<file path="config.mk">
export PLATFORM = sky130hd
export DESIGN_NAME = operand_fetch_flat
export DESIGN_NICKNAME = d
export VERILOG_FILES = /design/src/rtl/operand_fetch_pkg.sv /design/src/rtl/operand_fetch_if.sv /design/src/rtl/operand_fetch_reg_scoreboard.sv /design/src/rtl/operand_fetch.sv /design/src/flat_wrapper.sv
export SDC_FILE = /design/constraint.sdc
export NUM_CORES = 1
export LEC_CHECK = 0
export ABC_AREA = 0
export BUFFER_PORTS_ARGS = -buffer_cell sky130_fd_sc_hd__buf_2
export CELL_PAD_IN_SITES_DETAIL_PLACEMENT = 0
export CELL_PAD_IN_SITES_GLOBAL_PLACEMENT = 1
export CORE_MARGIN = 8
export CORE_UTILIZATION = 28
export CTS_BUF_LIST = sky130_fd_sc_hd__clkbuf_8
export DETAILED_ROUTE_END_ITERATION = 7
export MAX_ROUTING_LAYER = met4
export PLACE_DENSITY = 0.7
export SYNTH_ARGS = -nofsm -noshare
export SYNTH_HDL_FRONTEND = slang
export SYNTH_SLANG_ARGS = --single-unit
</file>
<file path="constraint.sdc">
create_clock -name clk -period 11.6 [get_ports clk]
set_input_delay 2.32 -clock clk [delete_from_list [all_inputs] [get_ports clk]]
set_output_delay 2.32 -clock clk [all_outputs]
set_load 0.02 [all_outputs]
</file>
<file path="src/rtl/operand_fetch_pkg.sv">
// Shared widths, register count and FSM state encoding for the operand-fetch stage.
package operand_fetch_pkg;

  localparam int N    = 72;
  localparam int A    = 6;
  localparam int OPW  = 8;
  localparam int NREG = 1 << A;

  typedef enum logic [1:0] {
    IDLE  = 2'd0,
    READ  = 2'd1,
    VALID = 2'd2
  } state_t;

  typedef struct packed {
    logic [OPW-1:0] opcode;
    logic [A-1:0]   rd;
    logic           we;
  } instr_meta_t;

endpackage

</file>
<file path="src/rtl/operand_fetch_if.sv">
// Decode-side and execute-side handshakes of the operand-fetch stage.
interface operand_fetch_if;
  import operand_fetch_pkg::*;

  logic           in_valid;
  logic           in_ready;
  logic [OPW-1:0] in_opcode;
  logic [A-1:0]   in_rs1;
  logic [A-1:0]   in_rs2;
  logic [A-1:0]   in_rd;
  logic           in_we;

  logic           out_valid;
  logic           out_ready;
  logic [OPW-1:0] out_opcode;
  logic [A-1:0]   out_rd;
  logic           out_we;
  logic [N-1:0]   out_op1;
  logic [N-1:0]   out_op2;

  modport slave (
    input  in_valid, in_opcode, in_rs1, in_rs2, in_rd, in_we, out_ready,
    output in_ready, out_valid, out_opcode, out_rd, out_we, out_op1, out_op2
  );

  modport master (
    output in_valid, in_opcode, in_rs1, in_rs2, in_rd, in_we, out_ready,
    input  in_ready, out_valid, out_opcode, out_rd, out_we, out_op1, out_op2
  );

endinterface

</file>
<file path="src/rtl/operand_fetch_reg_scoreboard.sv">
// One busy bit per architectural register; a set and a clear of the same
// register in one cycle leaves it busy.
module reg_scoreboard
  import operand_fetch_pkg::*;
(
  input  logic         clk,
  input  logic         reset,
  input  logic         set_en,
  input  logic [A-1:0] set_addr,
  input  logic         clr_en,
  input  logic [A-1:0] clr_addr,
  input  logic [A-1:0] look1_addr,
  input  logic [A-1:0] look2_addr,
  input  logic [A-1:0] look3_addr,
  output logic         busy1,
  output logic         busy2,
  output logic         busy3
);

  logic [NREG-1:0] busy_reg;
  logic [NREG-1:0] busy_next;

  genvar gi;
  generate
    for (gi = 0; gi < NREG; gi++) begin : g_bit
      logic set_hit;
      logic clr_hit;
      assign set_hit = set_en && (set_addr == A'(gi));
      assign clr_hit = clr_en && (clr_addr == A'(gi));
      // Set is applied after clear so a coincident set always wins.
      assign busy_next[gi] = set_hit | (busy_reg[gi] & ~clr_hit);
    end
  endgenerate

  always_ff @(posedge clk) begin
    if (reset) begin
      busy_reg <= '0;
    end else begin
      busy_reg <= busy_next;
    end
  end

  assign busy1 = busy_reg[look1_addr];
  assign busy2 = busy_reg[look2_addr];
  assign busy3 = busy_reg[look3_addr];

endmodule

</file>
<file path="src/rtl/operand_fetch.sv">
// Operand-fetch stage: issues register-file reads, captures the registered
// read data and hands a complete operand bundle to execute.
module operand_fetch
  import operand_fetch_pkg::*;
(
  input  logic            clk,
  input  logic            reset,
  operand_fetch_if.slave  bus,
  output logic [A-1:0]    reg1_address,
  output logic [A-1:0]    reg2_address,
  input  logic [N-1:0]    rf_data1,
  input  logic [N-1:0]    rf_data2,
  input  logic            wb_valid,
  input  logic [A-1:0]    wb_addr
);

  state_t      state_reg;
  state_t      state_next;
  logic [A-1:0] rs1_reg;
  logic [A-1:0] rs2_reg;
  instr_meta_t pend_reg;
  instr_meta_t out_meta_reg;
  logic [N-1:0] op1_reg;
  logic [N-1:0] op2_reg;

  logic busy_rs1;
  logic busy_rs2;
  logic busy_rd;
  logic hazard;
  logic ready;
  logic acc;

  reg_scoreboard u_scoreboard (
    .clk        (clk),
    .reset      (reset),
    .set_en     (acc && bus.in_we),
    .set_addr   (bus.in_rd),
    .clr_en     (wb_valid),
    .clr_addr   (wb_addr),
    .look1_addr (bus.in_rs1),
    .look2_addr (bus.in_rs2),
    .look3_addr (bus.in_rd),
    .busy1      (busy_rs1),
    .busy2      (busy_rs2),
    .busy3      (busy_rd)
  );

  // Hazard looks only at registered busy bits: a same-cycle writeback does not bypass.
  assign hazard = busy_rs1 || busy_rs2 || (bus.in_we && busy_rd);
  assign ready  = !reset && !hazard &&
                  ((state_reg == IDLE) || ((state_reg == VALID) && bus.out_ready));
  assign acc    = bus.in_valid && ready;

  always_ff @(posedge clk) begin
    if (reset) begin
      state_reg <= IDLE;
    end else begin
      state_reg <= state_next;
    end
  end

  always_comb begin
    state_next = state_reg;
    case (state_reg)
      IDLE:    if (acc) state_next = READ;
      READ:    state_next = VALID;
      VALID:   if (bus.out_ready) state_next = acc ? READ : IDLE;
      default: state_next = IDLE;
    endcase
  end

  always_ff @(posedge clk) begin
    if (reset) begin
      rs1_reg      <= '0;
      rs2_reg      <= '0;
      pend_reg     <= '0;
      out_meta_reg <= '0;
      op1_reg      <= '0;
      op2_reg      <= '0;
    end else begin
      if (acc) begin
        rs1_reg  <= bus.in_rs1;
        rs2_reg  <= bus.in_rs2;
        pend_reg <= '{opcode: bus.in_opcode, rd: bus.in_rd, we: bus.in_we};
      end
      if (state_reg == READ) begin
        op1_reg      <= rf_data1;
        op2_reg      <= rf_data2;
        out_meta_reg <= pend_reg;
      end
    end
  end

  assign reg1_address = acc ? bus.in_rs1 : rs1_reg;
  assign reg2_address = acc ? bus.in_rs2 : rs2_reg;

  assign bus.in_ready   = ready;
  assign bus.out_valid  = (state_reg == VALID);
  assign bus.out_opcode = out_meta_reg.opcode;
  assign bus.out_rd     = out_meta_reg.rd;
  assign bus.out_we     = out_meta_reg.we;
  assign bus.out_op1    = op1_reg;
  assign bus.out_op2    = op2_reg;

endmodule

</file>
<file path="src/flat_wrapper.sv">
// flat-port wrapper written by rule: the top's interface ports become plain ports
module operand_fetch_flat import operand_fetch_pkg::*;
  (clk, reset, reg1_address, reg2_address, rf_data1, rf_data2, wb_valid, wb_addr, bus_in_valid, bus_in_opcode, bus_in_rs1, bus_in_rs2, bus_in_rd, bus_in_we, bus_out_ready, bus_in_ready, bus_out_valid, bus_out_opcode, bus_out_rd, bus_out_we, bus_out_op1, bus_out_op2);
  operand_fetch_if bus_i ();
  input  logic clk;
  input  logic reset;
  output logic [A-1:0] reg1_address;
  output logic [A-1:0] reg2_address;
  input  logic [N-1:0] rf_data1;
  input  logic [N-1:0] rf_data2;
  input  logic wb_valid;
  input  logic [A-1:0] wb_addr;
  input wire logic [$bits(bus_i.in_valid)-1:0] bus_in_valid;
  input wire logic [$bits(bus_i.in_opcode)-1:0] bus_in_opcode;
  input wire logic [$bits(bus_i.in_rs1)-1:0] bus_in_rs1;
  input wire logic [$bits(bus_i.in_rs2)-1:0] bus_in_rs2;
  input wire logic [$bits(bus_i.in_rd)-1:0] bus_in_rd;
  input wire logic [$bits(bus_i.in_we)-1:0] bus_in_we;
  input wire logic [$bits(bus_i.out_ready)-1:0] bus_out_ready;
  output wire logic [$bits(bus_i.in_ready)-1:0] bus_in_ready;
  output wire logic [$bits(bus_i.out_valid)-1:0] bus_out_valid;
  output wire logic [$bits(bus_i.out_opcode)-1:0] bus_out_opcode;
  output wire logic [$bits(bus_i.out_rd)-1:0] bus_out_rd;
  output wire logic [$bits(bus_i.out_we)-1:0] bus_out_we;
  output wire logic [$bits(bus_i.out_op1)-1:0] bus_out_op1;
  output wire logic [$bits(bus_i.out_op2)-1:0] bus_out_op2;
  assign bus_i.in_valid = bus_in_valid;
  assign bus_i.in_opcode = bus_in_opcode;
  assign bus_i.in_rs1 = bus_in_rs1;
  assign bus_i.in_rs2 = bus_in_rs2;
  assign bus_i.in_rd = bus_in_rd;
  assign bus_i.in_we = bus_in_we;
  assign bus_i.out_ready = bus_out_ready;
  assign bus_in_ready = bus_i.in_ready;
  assign bus_out_valid = bus_i.out_valid;
  assign bus_out_opcode = bus_i.out_opcode;
  assign bus_out_rd = bus_i.out_rd;
  assign bus_out_we = bus_i.out_we;
  assign bus_out_op1 = bus_i.out_op1;
  assign bus_out_op2 = bus_i.out_op2;
  operand_fetch u_core (.clk(clk), .reset(reset), .bus(bus_i), .reg1_address(reg1_address), .reg2_address(reg2_address), .rf_data1(rf_data1), .rf_data2(rf_data2), .wb_valid(wb_valid), .wb_addr(wb_addr));
endmodule
</file>
# Word level (Yosys, flattened, before mapping)

Cells that the tools add are included.

Bitwise operators: 192
Muxes and demuxes: 12
Magnitude comparators: 3
Add/sub/neg operators: 0
Reduce and logical (&&, ||, !) cells: 143
Multipliers: 0
Eq/ne operators: 130
Divide/modulo/power cells: 0
Shift operators: 0

Operators with widths:

| operator           | count |
|---|---|
| $eq 6x6->1 const B | 64 |
| $eq 6x5->1 const B | 32 |
| $logic_and 1x1->1  | 134 |
| $eq 6x4->1 const B | 16 |
| $and 1x1->1        | 64 |
| $not 1->1          | 64 |
| $or 1x1->1         | 64 |
| $eq 6x3->1 const B | 8 |
| $eq 6x2->1 const B | 4 |
| $lt 6x7->1 const B | 3 |
| $bmux 1 s6         | 3 |
| $eq 6x1->1 const B | 2 |
| $logic_not 6->1    | 2 |
| $mux 6             | 2 |
| $pmux 2 s3         | 1 |
| $mux 1             | 4 |
| $mux 2             | 2 |
| $logic_or 1x1->1   | 3 |
| $eq 2x1->1 const B | 1 |
| $eq 2x2->1 const B | 1 |
| $logic_not 1->1    | 2 |
| $logic_not 2->1    | 1 |
| $ne 2x1->1 const B | 1 |
| $ne 2x2->1 const B | 1 |
| $reduce_and 2->1   | 1 |

Bits in writable memories: 0
Latch bits: 0
Input port bits: 182
Bits in registers: 252
Memories kept: 0
Logic and storage cells: 492
Bits in read-only memories: 0
Output and inout port bits: 173

# Longest topological paths before layout

Gate-level depths: netlist of run 1.

Depth after elaboration: 11
Gate-level depth with buffers: 12

# Cells and area by module

From an unflattened synthesis of run 1, not the netlist that was laid out.

Cell total of the unflattened synthesis: 1255
Area total of the unflattened synthesis: 11078.1 um2

By module, submodules not included:

| module         | area an instance (um2) | cells an instance | instances | sequential area each (um2) |
|---|---|---|---|---|
| operand_fetch  | 6901.6                 | 806               | 1         | 3763.6 |
| reg_scoreboard | 4176.5                 | 449               | 1         | 1281.2 |

# Least setup slack after synthesis of run 1

OpenSTA, ideal clock, no wires.

Path type: input to output
Start: input port bus_in_rs2[2]
End: output port reg1_address[1]
Cell stages on the path: 11
Data required time: 9.280 ns
Path buffers: 4
Arrival: 5.106 ns
Slack: 4.174 ns
Cells stage by stage: clkbuf_1 -> clkbuf_1 -> mux4_2 -> mux2i_1 -> nor4b_1 -> or4_4 -> or4_1 -> buf_2 -> clkbuf_1 -> o21ai_0 -> nand2_1

Longest elaborated chain between the ends: 9

RTL lines:

| item                           | line                               | source |
|---|---|---|
| start, declared                | flat_wrapper.sv:16                 | `input wire logic [$bits(bus_i.in_rs2)-1:0] bus_in_rs2;` |
| $bmux 1 s6                     | operand_fetch_reg_scoreboard.sv:44 | `assign busy2 = busy_reg[look2_addr];` |
| $mux 1 (not written as such)   | operand_fetch_reg_scoreboard.sv:44 |  |
| $logic_or 1x1->1 (2 in a row)  | operand_fetch.sv:49                | `assign hazard = busy_rs1 \|\| busy_rs2 \|\| (bus.in_we && busy_rd);` |
| $logic_not 1->1                | operand_fetch.sv:50                | `assign ready = !reset && !hazard &&` |
| $logic_and 1x1->1 (2 in a row) | operand_fetch.sv:50                |  |
| $logic_and 1x1->1              | operand_fetch.sv:52                | `assign acc = bus.in_valid && ready;` |
| $mux 6                         | operand_fetch.sv:94                | `assign reg1_address = acc ? bus.in_rs1 : rs1_reg;` |
| end, declared                  | flat_wrapper.sv:7                  | `output logic [A-1:0] reg1_address;` |

No other way between the ends. The select of a mux whose other input is x is not followed.

# Worst setup path after layout of run 1

Start: input port bus_in_rs2[0]
End: output port reg1_address[1]

Same word-level chain as after synthesis.

==> metrics.txt, run 1 <==
Post-Syn Area per Cell 8.36 um^2; initial antenna violation count 10; critical path depth in cells 10; vias per cell 5.00; critical path's largest stage delay 0.57 ns; worst-margin pin slew 1.11 ns; Async S/R FF share, synth 0%; largest cells by area after synthesis dfxtp_1 (45%), nand2_1 (13%), a21oi_1 (8.7%); Power Density 144 nW/um^2; Fillers 4,178; port bufs 354; CTS Buffer Depth 3; layout cells sized above 1 29.2%; GRT Total Usage 18.3%; prevailing post-synth register cell dfxtp_1; final instance area 14,200 um^2; power consumption 2.05 mW; final cell count without fillers 2,215; EDFF count, synth 0; number of I/O pins 355; Yosys cell types 45; WL final 43,700 um; area of placed instances 13,300 um^2; Die ar. 46,500 um^2; gpl congestion 0.901; RSZ-0062 raised after global routing false; Buf+Inv Stages, Crit Path 3; Final setup viols 0; most frequent cells in the layout nand2_1 (397), buf_2 (353), dfxtp_1 (252); detailed-placement wirelength estimate 30,700 um; num rows 73; ANT nets after route 0; endpoint of the worst setup timing path reg1_address[1]; Tmin final 8.01 ns; chip width 216 um; number of max-cap violations 0; Setup Skew 0.0176 ns; largest net degree at the start of global routing 102; crit start category input pin; Syn Inst Count 1,336; worst-path fanout max 28; clk_lat worst skew 0.59 ns; leading cell type in the layout, fill and taps excluded nand2_1; hold_buf cts 0; Clock transition at path regs 0.06 ns; CTS tree built; synth warn 0; Mapped Nets 1,518; register area 5040 um^2; crit path kind input pin to output port; multi-input logic area 5680 um^2; DRT Pass-1 Iters 5; Post-Syn Area 11,200 um^2; Die H 216 um; Initial Util 28.2%; Worst Hold Class flip-flop to flip-flop; vias in the first global route 10,818; # clock sinks 252; GR Overflow Total 0; reg2reg start u_core.u_scoreboard.busy_reg[45]$_SDFF_PP0_; DR iter-0 viols 1,007; R2R setup slack 8.20 ns; Cell Chain, Critical Path buf_2 > mux4_2 > nor4b_1 > a311o_1 > or4_4 > or4_1 > buf_4 > o21ai_0 > nand2_1 > buf_2; CTS Buf Count 49; dpl cells 2,116; Min Hold Slack 0.446 ns; Worst EP required 9.28 ns; pre-CTS setup slack 3.57 ns; Leakage 5.78 nW; Slew Viols, Final 0; post-CTS setup buffer count 0; DRC errors left 0; r2r endpoint u_core.u_scoreboard.busy_reg[43]$_SDFF_PP0_; DR vias 11,074; Critical Path Source bus_in_rs2[0]; htree depth 2; Slew HR 25.6%; Final Hold Violating Endpoints 0; Final nets 1,824; Area growth, synth to finish 27.6%; Critical Path AT 5.69 ns; Most common cell on crit path buf_2; Synth area leader dfxtp_1; post-route core utilization 36.0%; R2R cell count 9; Core Region 39,500 um^2; Period Utilization, post-route 69.1%; Root Driver clkbuf_8; peak supply drop 69.5 uV; cts repair resizes 0; WL/cell 19.7 um; post-synthesis sequential area ratio 45.2%; worst setup margin 3.59 ns; Top delay family on crit path simple AND/OR/NAND/NOR gates; FF+latch count, synth 252; Max Freq 0.125 GHz; first-pass GRT wire length 66,300 um; crit end category output port; Yosys top cell area share 45.2%; HP Start u_core.pend_reg[2]$_SDFFE_PP0P_; TNS Setup 0 ns; Crit-path slowest cell mux4_2; status completed
[layer usage]
| metal | wire length, um | track usage (%) | share of wire, % | vias up |
|---|---|---|---|---|
| li1 | - | - | - | 5293 |
| met1 | 18700 | 22.9 | 43 | 5211 |
| met2 | 20000 | 27.9 | 46 | 482 |
| met3 | 3660 | 4.91 | 8.4 | 88 |
| met4 | 1350 | 7.24 | 3.1 | 0 |
| met5 | 0 | - | 0 | - |
[worst min-delay path by stage]
stage / depth (start not counted) / slack (ns) / to
2_1_floorplan: 2 / 0.43 / u_core.bus.out_opcode[7]$_SDFFE_PP0N_
3_3_place_gp: 2 / 0.44 / u_core.bus.out_opcode[1]$_SDFFE_PP0N_
3_5_place_dp: 2 / 0.44 / u_core.bus.out_rd[5]$_SDFFE_PP0N_
4_1_cts: 2 / 0.45 / u_core.bus.out_rd[5]$_SDFFE_PP0N_
5_1_grt: 2 / 0.46 / u_core.bus.out_rd[1]$_SDFFE_PP0N_
6_report: 2 / 0.45 / u_core.bus.out_rd[1]$_SDFFE_PP0N_
[cell families after synthesis]
| group | count (synthesis) | share of synthesized area (%) |
|---|---|---|
| AND/OR/NAND/NOR | 578 | 23.5 |
| AO/OA/AOI/OAI | 326 | 16.6 |
| flip-flops | 252 | 45.2 |
| buffers and inverters | 112 | 4.26 |
| multiplexers | 68 | 10.4 |
[synth_stat cells (3+ instances only)]
library cell / count
nor2_1: 13
o31ai_1: 65
o21ai_0: 38
o21ai_1: 9
mux2_2: 4
a22oi_1: 10
dfxtp_1: 252
mux2i_1: 26
buf_2: 8
a21oi_1: 194
mux4_2: 38
buf_6: 6
nand3b_1: 46
or2_2: 5
nor4_1: 4
nor2b_1: 36
nand4_1: 3
clkbuf_1: 95
nand2b_1: 12
nand3_1: 38
nand2_1: 397
nor3_1: 7
[worst register-to-register path, stage by stage (launching register included)]
cell and delay (ns):
dfxtp_1 0.38, mux4_2 0.48, nor4b_1 0.15, a311o_1 0.31
or4_4 0.54, nor4_4 0.28, buf_4 0.35, nand2_2 0.07
buf_4 0.33, o31ai_1 0.39
[cell type report]
class | instances | area share (%)
timing repair buffer | 366 | 13.1
antenna | 10 | 0.176
clock buffer | 59 | 5.70
inverter | 1 | 0.0263
clock inverter | 30 | 1.10
tap | 525 | 4.61
multi-input combinational | 972 | 39.9
sequential | 252 | 35.4
[where the power goes]
group / total [mW] / internal, mW / leakage, nW / switching, mW
clock network: 0.878 / 0.482 / 0.577 / 0.396
logic: 0.264 / 0.0845 / 3.16 / 0.179
registers: 0.910 / 0.896 / 2.04 / 0.0136
Power figures use the tool's default switching activity.
==> run 2: changes to the inputs <==
ABC_AREA = 1   (was 0)
PLACE_DENSITY = 0.73   (was 0.7)
clock period = 7.7 ns   (was 11.6 ns; I/O delays follow)
==> run 2 against run 1 <==
Register-to-register slack lost 3.1 ns. Sequential power grew 54%. Critical endpoint is now reg2_address[1]. Core utilization shrank 0.54 points. Die area grew 3.3%. Flip-flop and latch count is the same. Synthesized cell count grew 33%. Sequential share of layout area shrank 0.59 points. Count of clock-buffer cells in the layout shrank 3. Setup slack lost 1.9 ns. Final area grew 1.7%. Clock power grew 46%.
==> metrics.txt, run 2 <==
post-CTS setup buffer count 0 (unchanged); WL/cell 18.6 um (was 19.7 um); Most common cell on crit path nand2_1 (was buf_2); Core Region 40,800 um^2 (was 39,500 um^2); Critical Path AT 4.50 ns (was 5.69 ns); GR Overflow Total 0 (unchanged); initial antenna violation count 18 (was 10); Cell Chain, Critical Path buf_2 > inv_1 > nand2_1 > nand3_1 > nand3_1 > nand2_1 > nand2_1 > nand3_1 > nand3_1 > nand2_1 > inv_1 > nand2_1 > nor2_4 > nand2_2 > o21ai_1 > inv_1 > buf_2 (was buf_2 > mux4_2 > nor4b_1 > a311o_1 > or4_4 > or4_1 > buf_4 > o21ai_0 > nand2_1 > buf_2); WL final 49,100 um (was 43,700 um); first-pass GRT wire length 73,700 um (was 66,300 um); power consumption 3.17 mW (was 2.05 mW); post-synthesis sequential area ratio 43.6% (was 45.2%); Synth area leader dfxtp_1 (unchanged); Power Density 218 nW/um^2 (was 144 nW/um^2); Post-Syn Area 11,600 um^2 (was 11,200 um^2); Period Utilization, post-route 78.5%; Setup Skew 0.0334 ns (was 0.0176 ns); Comb pwr share 15.2% (was 12.8%); status completed (unchanged); TNS Setup 0 ns (unchanged); port bufs 354 (unchanged); most frequent cells in the layout nor2_1 (418), nand2_1 (395), buf_2 (354) (was nand2_1 (397), buf_2 (353), dfxtp_1 (252)); htree depth 2 (unchanged); GRT Total Usage 20.2% (was 18.3%); Root Driver clkbuf_8 (unchanged); crit end category output port (unchanged); number of I/O pins 355 (unchanged); critical path's largest stage delay 0.62 ns (was 0.57 ns); clk_lat worst skew 0.62 ns (was 0.59 ns); # clock sinks 252 (unchanged); hold_buf cts 0 (unchanged); Sw Ratio 30.5% (was 28.7%); Max Freq 0.165 GHz; Area growth, synth to finish 25.4% (was 27.6%); CTS Buf Count 46 (was 49); DR iter-0 viols 1,033 (was 1,007); Buf+Inv Stages, Crit Path 5 (was 3); synth warn 0 (unchanged); Fillers 4,475 (was 4,178); Initial Util 28.3% (was 28.2%); peak supply drop 126 uV (was 69.5 uV); Worst EP required 6.16 ns (was 9.28 ns); largest net degree at the start of global routing 106 (was 102); cts repair resizes 0 (unchanged); Post-synth top cells nor2_1 (419), nand2_1 (395), dfxtp_1 (252), o21ai_0 (231), nand3_1 (109) (was nand2_1 (397), dfxtp_1 (252), a21oi_1 (194), clkbuf_1 (95), o31ai_1 (65)); Crit-path slowest cell inv_1 (was mux4_2); NetSw 0.966 mW (was 0.589 mW); Clock transition at path regs 0.06 ns (about the same); crit start category input pin (unchanged); R2R cell count 18 (was 9); leading cell type in the layout, fill and taps excluded nor2_1 (was nand2_1); worst-path fanout max 36 (was 28); EDFF count, synth 0 (unchanged); ANT nets after route 0 (unchanged); Final Hold Violating Endpoints 0 (unchanged); Final nets 2,240 (was 1,824); most common cell in the netlist nor2_1 (was nand2_1); CTS Buffer Depth 3 (unchanged); Async S/R FF share, synth 0% (unchanged); Final setup viols 0 (unchanged); post-route core utilization 35.5% (was 36.0%); gpl congestion 0.899 (was 0.901); Clock Power Share 40.5% (was 42.8%); Tmin final 6.04 ns; worst-margin pin slew 0.985 ns (was 1.11 ns); largest cells by area after synthesis dfxtp_1 (44%), nor2_1 (14%), nand2_1 (13%) (was dfxtp_1 (45%), nand2_1 (13%), a21oi_1 (8.7%)); Syn Inst Count 1,773 (was 1,336); DR vias 12,897 (was 11,074); Slew Viols, Final 0 (unchanged); Die H 219 um (was 216 um); Slew HR 34.3% (was 25.6%); Die ar. 48,000 um^2 (was 46,500 um^2); vias per cell 4.89 (was 5.00); num rows 74 (was 73); DRC errors left 0 (unchanged); Leakage 7.05 nW (was 5.78 nW); Worst Hold Class flip-flop to flip-flop (unchanged); layout cells sized above 1 20.9% (was 29.2%); critical path depth in cells 17 (was 10); crit path kind input pin to output port (unchanged); internal power 2.20 mW (was 1.46 mW); number of max-cap violations 0 (unchanged); prevailing post-synth register cell dfxtp_1 (unchanged); final instance area 14,500 um^2 (was 14,200 um^2); worst hold path depth 2 (unchanged); FF+latch count, synth 252 (unchanged); Yosys top cell area share 43.6% (was 45.2%); area of placed instances 13,500 um^2 (was 13,300 um^2); chip width 219 um (was 216 um); Mapped Nets 1,955 (was 1,518); Top delay family on crit path buffers and inverters (was simple AND/OR/NAND/NOR gates); vias in the first global route 12,633 (was 10,818); CTS tree built (unchanged); power share of the sequential group 44.3% (about the same); Yosys cell types 19 (was 45); Post-Syn Area per Cell 6.52 um^2 (was 8.36 um^2); RSZ-0062 raised after global routing false (unchanged); detailed-placement wirelength estimate 34,400 um (was 30,700 um); DRT Pass-1 Iters 5 (unchanged)
==> run 2: cell count changes after synthesis, moves of 38 or more <==
cell      before  now
o21ai_0       38  231
mux4_2        38    0
nand3_1       38  109
o31ai_1       65    0
inv_1          1   71
nand4_1        3   64
nor2_1        13  419
a21oi_1      194   84
nand3b_1      46    0
==> run 2: final timing paths <==
| check | startpoint | endpoint | slack, ns |
|---|---|---|---|
| setup reg to reg | u_core.u_scoreboard.busy_reg[6]$_SDFF_PP0_ | u_core.pend_reg[3]$_SDFFE_PP0P_ | 5.09 |
| hold / removal | u_core.pend_reg[14]$_SDFFE_PP0P_ | u_core.bus.out_opcode[7]$_SDFFE_PP0N_ | 0.46 |
| hold reg to reg | u_core.pend_reg[14]$_SDFFE_PP0P_ | u_core.bus.out_opcode[7]$_SDFFE_PP0N_ | 0.46 |
| setup / recovery | bus_in_rs1[0] | reg2_address[1] | 1.66 |
==> run 2: power groups by stage <==
stage / sequential, mW / clock, mW / combinational (mW)
4_1_cts: 1.40 / 1.32 / 0.486
5_1_grt: 1.41 / 1.37 / 0.528
6_report: 1.40 / 1.28 / 0.482
2_1_floorplan: 1.50 / 0 / 0.216
3_5_place_dp: 1.43 / 0 / 0.485
3_3_place_gp: 1.43 / 0 / 0.483
==> run 2: cells by family after synthesis <==
kind of cell,count (synthesis),synth area share [%]
flip-flops,252,43.6
AND/OR/NAND/NOR,989,34.8
buffers and inverters,203,7.28
AO/OA/AOI/OAI,329,14.3
==> run 2: worst min-delay path: cells and delay by family, from the launching register on <==
family,cells,cell delay [ns]
flops,1,0.30
compound gates,1,0.06
buf+inv,1,0.06
==> run 2: final cells by class <==
class / count / area (um^2) / share of cell area [%]
clock inverter: 23 / 144 / 0.993
inverter: 75 / 287 / 1.98
clock buffer: 56 / 771 / 5.32
multi-input combinational: 1318 / 5680 / 39.2
tap: 532 / 666 / 4.59
antenna: 18 / 45.0 / 0.311
timing repair buffer: 365 / 1850 / 12.8
sequential: 252 / 5040 / 34.8
==> run 2: metrics by stage <==
stage / hold slack [ns] / worst slack [ns] / instances
3_5_place_dp: 0.443 / 1.70 / 2542
3_3_place_gp: 0.437 / 1.81 / 2542
2_1_floorplan: 0.430 / 2.97 / 1773
4_1_cts: 0.452 / 1.69 / 2621
6_report: 0.456 / 1.66 / 2639
5_1_grt: 0.481 / 1.31 / 2637
==> run 2: metal layers <==
metal | vias to the layer above | GRT usage, % | wire length, um
met4 | 0 | 7.81 | 1440
met3 | 89 | 8.14 | 5390
met2 | 553 | 30.6 | 22100
met5 | - | - | 0
met1 | 5922 | 23.8 | 20100
li1 | 6333 | - | -
==> run 3: changes to the inputs <==
PLACE_DENSITY = 0.76   (was 0.73)
clock period = 5 ns   (was 7.7 ns; I/O delays follow)
==> run 3 against run 2 <==
Total power is 57% higher. Critical path depth is 1 higher. Via count is 2.0% higher. Core utilization is 0.26 points higher. Sequential power is 54% higher. Critical endpoint is now reg1_address[2]. Largest power group unchanged. Highest routed layer unchanged.
==> metrics.txt, run 3 (same netlist as run 2, synthesis figures left out) <==
Power Density 341 nW/um^2 (was 218 nW/um^2); hold_buf cts 0 (unchanged); largest net degree at the start of global routing 111 (was 106); first-pass GRT wire length 75,500 um (was 73,700 um); number of max-cap violations 0 (unchanged); vias per cell 4.97 (was 4.89); crit path kind input pin to output port (unchanged); most frequent cells in the layout nor2_1 (418), nand2_1 (395), buf_2 (354) (unchanged); RSZ-0062 raised after global routing false (unchanged); Critical Path AT 3.36 ns (was 4.50 ns); Worst Hold Class flip-flop to flip-flop (unchanged); dpl cells 2,554 (was 2,542); Final setup viols 0 (unchanged); WL/cell 19.0 um (was 18.6 um); DRC errors left 0 (unchanged); register area 5040 um^2 (unchanged); cts repair resizes 0 (unchanged); Worst EP required 4.00 ns (was 6.16 ns); worst-margin pin slew 1.02 ns (was 0.985 ns); Top delay family on crit path simple AND/OR/NAND/NOR gates (was buffers and inverters); # clock sinks 252 (unchanged); Buf+Inv Stages, Crit Path 4 (was 5); ANT nets after route 0 (unchanged); Cell Chain, Critical Path buf_2 > buf_4 > o21ai_0 > nand2_1 > nand2_1 > nand2_1 > nand2_1 > nor2_1 > nor2_1 > nor2_1 > nand2_1 > nand2_1 > nand2_1 > nor2_4 > nand2_2 > o21ai_1 > inv_1 > buf_2 (was buf_2 > inv_1 > nand2_1 > nand3_1 > nand3_1 > nand2_1 > nand2_1 > nand3_1 > nand3_1 > nand2_1 > inv_1 > nand2_1 > nor2_4 > nand2_2 > o21ai_1 > inv_1 > buf_2); chip width 219 um (unchanged); Area growth, synth to finish 26.3% (was 25.4%); initial antenna violation count 11 (was 18); final instance area 14,600 um^2 (was 14,500 um^2); multi-input logic area 5680 um^2 (unchanged); DR iter-0 viols 1,137 (was 1,033); Setup Skew 0.0241 ns (was 0.0334 ns); Final Hold Violating Endpoints 0 (unchanged); Min Hold Slack 0.460 ns (was 0.456 ns); Period Utilization, post-route 87.2%; CTS Buffer Depth 3 (unchanged); Core Region 40,800 um^2 (unchanged); Die ar. 48,000 um^2 (unchanged); final cell count without fillers 2,646 (was 2,639); Slew Viols, Final 0 (unchanged); status completed (unchanged); TNS Setup 0 ns (unchanged); critical path's largest stage delay 0.35 ns (was 0.62 ns); worst-path fanout max 27 (was 36); Clock transition at path regs 0.06 ns (about the same); area of placed instances 13,600 um^2 (was 13,500 um^2); clk_lat worst skew 0.61 ns (was 0.62 ns); post-route core utilization 35.7% (was 35.5%); post-CTS setup buffer count 0 (unchanged); GRT Total Usage 20.6% (was 20.2%); vias in the first global route 12,431 (was 12,633); Fillers 4,481 (was 4,475); Slew HR 32.0% (was 34.3%); GR Overflow Total 0 (unchanged); layout cells sized above 1 21.3% (was 20.9%); Tmin final 4.36 ns; WL final 50,300 um (was 49,100 um); Die H 219 um (unchanged); CTS Buf Count 47 (was 46); DRT Pass-1 Iters 5 (unchanged); leading cell type in the layout, fill and taps excluded nor2_1 (unchanged); num rows 74 (unchanged); Initial Util 28.3% (unchanged); number of I/O pins 355 (unchanged); DR vias 13,151 (was 12,897); Final nets 2,253 (was 2,240); crit start category input pin (unchanged); Root Driver clkbuf_8 (unchanged); crit end category output port (unchanged); Max Freq 0.229 GHz; detailed-placement wirelength estimate 35,400 um (was 34,400 um); gpl congestion 0.955 (was 0.899); Leakage 7.13 nW (was 7.05 nW); Most common cell on crit path nand2_1 (unchanged); peak supply drop 224 uV (was 126 uV); htree depth 2 (unchanged); port bufs 354 (unchanged); CTS tree built (unchanged); Crit-path slowest cell buf_4 (was inv_1)
run 3: path summary, 6_finish.rpt:
| check | startpoint | slack, ns | end | cells after the start |
|---|---|---|---|---|
| max reg2reg | u_core.u_scoreboard.busy_reg[26]$_SDFF_PP0_ | 2.46 | u_core.pend_reg[4]$_SDFFE_PP0P_ | 18 |
| max | bus_in_rd[0] | 0.64 | reg1_address[2] | 18 |
| min | u_core.pend_reg[6]$_SDFFE_PP0P_ | 0.46 | u_core.bus.out_rd[5]$_SDFFE_PP0N_ | 2 |
| min reg2reg | u_core.pend_reg[6]$_SDFFE_PP0P_ | 0.46 | u_core.bus.out_rd[5]$_SDFFE_PP0N_ | 2 |
run 3: stage by stage:
step           setup slack (ns)  power (mW)
2_1_floorplan              1.35        2.64
3_3_place_gp              0.742        2.94
3_5_place_dp              0.685        2.95
4_1_cts                   0.674        5.04
5_1_grt                   0.260        5.21
6_report                  0.639        4.97
run 3: power by group:
part           internal [mW]  switching [mW]  leakage, nW  total, mW
clock                   1.13           0.933        0.548       2.06
combinational          0.216           0.534         4.53      0.749
sequential              2.11          0.0464         2.05       2.16
total                   3.46            1.51         7.13       4.97
run 3: area by class of cell:
type	instances	area share, %
Multi-Input combinational cell	1318	38.9
Sequential cell	252	34.6
Timing Repair Buffer	377	13.3
Clock buffer	53	5.00
Tap cell	532	4.56
Inverter	75	1.96
Clock inverter	27	1.47
Antenna cell	12	0.206
run 3: worst register-to-register path: stages, from the launching register on:
cell and delay, ns:
dfxtp_1 0.50, nand2_1 0.10, nand2_1 0.08, nand2_1 0.04, nand2_1 0.12, nand2_1 0.06, nand2_1 0.06, nor2_1 0.04
nor2_1 0.08, nor2_1 0.05, nand2_1 0.07, nand2_1 0.08, nand2_1 0.11, nor2_4 0.05, nand2_2 0.32, buf_4 0.42
nand2_1 0.12, nand2_1 0.07, nor2_1 0.06
run 3: layer usage:
metal | vias to the layer above | wire length (um) | global-route usage [%]
met2 | 635 | 22800 | 31.1
met4 | 0 | 1100 | 5.72
met3 | 78 | 5490 | 6.84
met5 | - | 0 | -
met1 | 6093 | 20900 | 26.1
li1 | 6345 | - | -
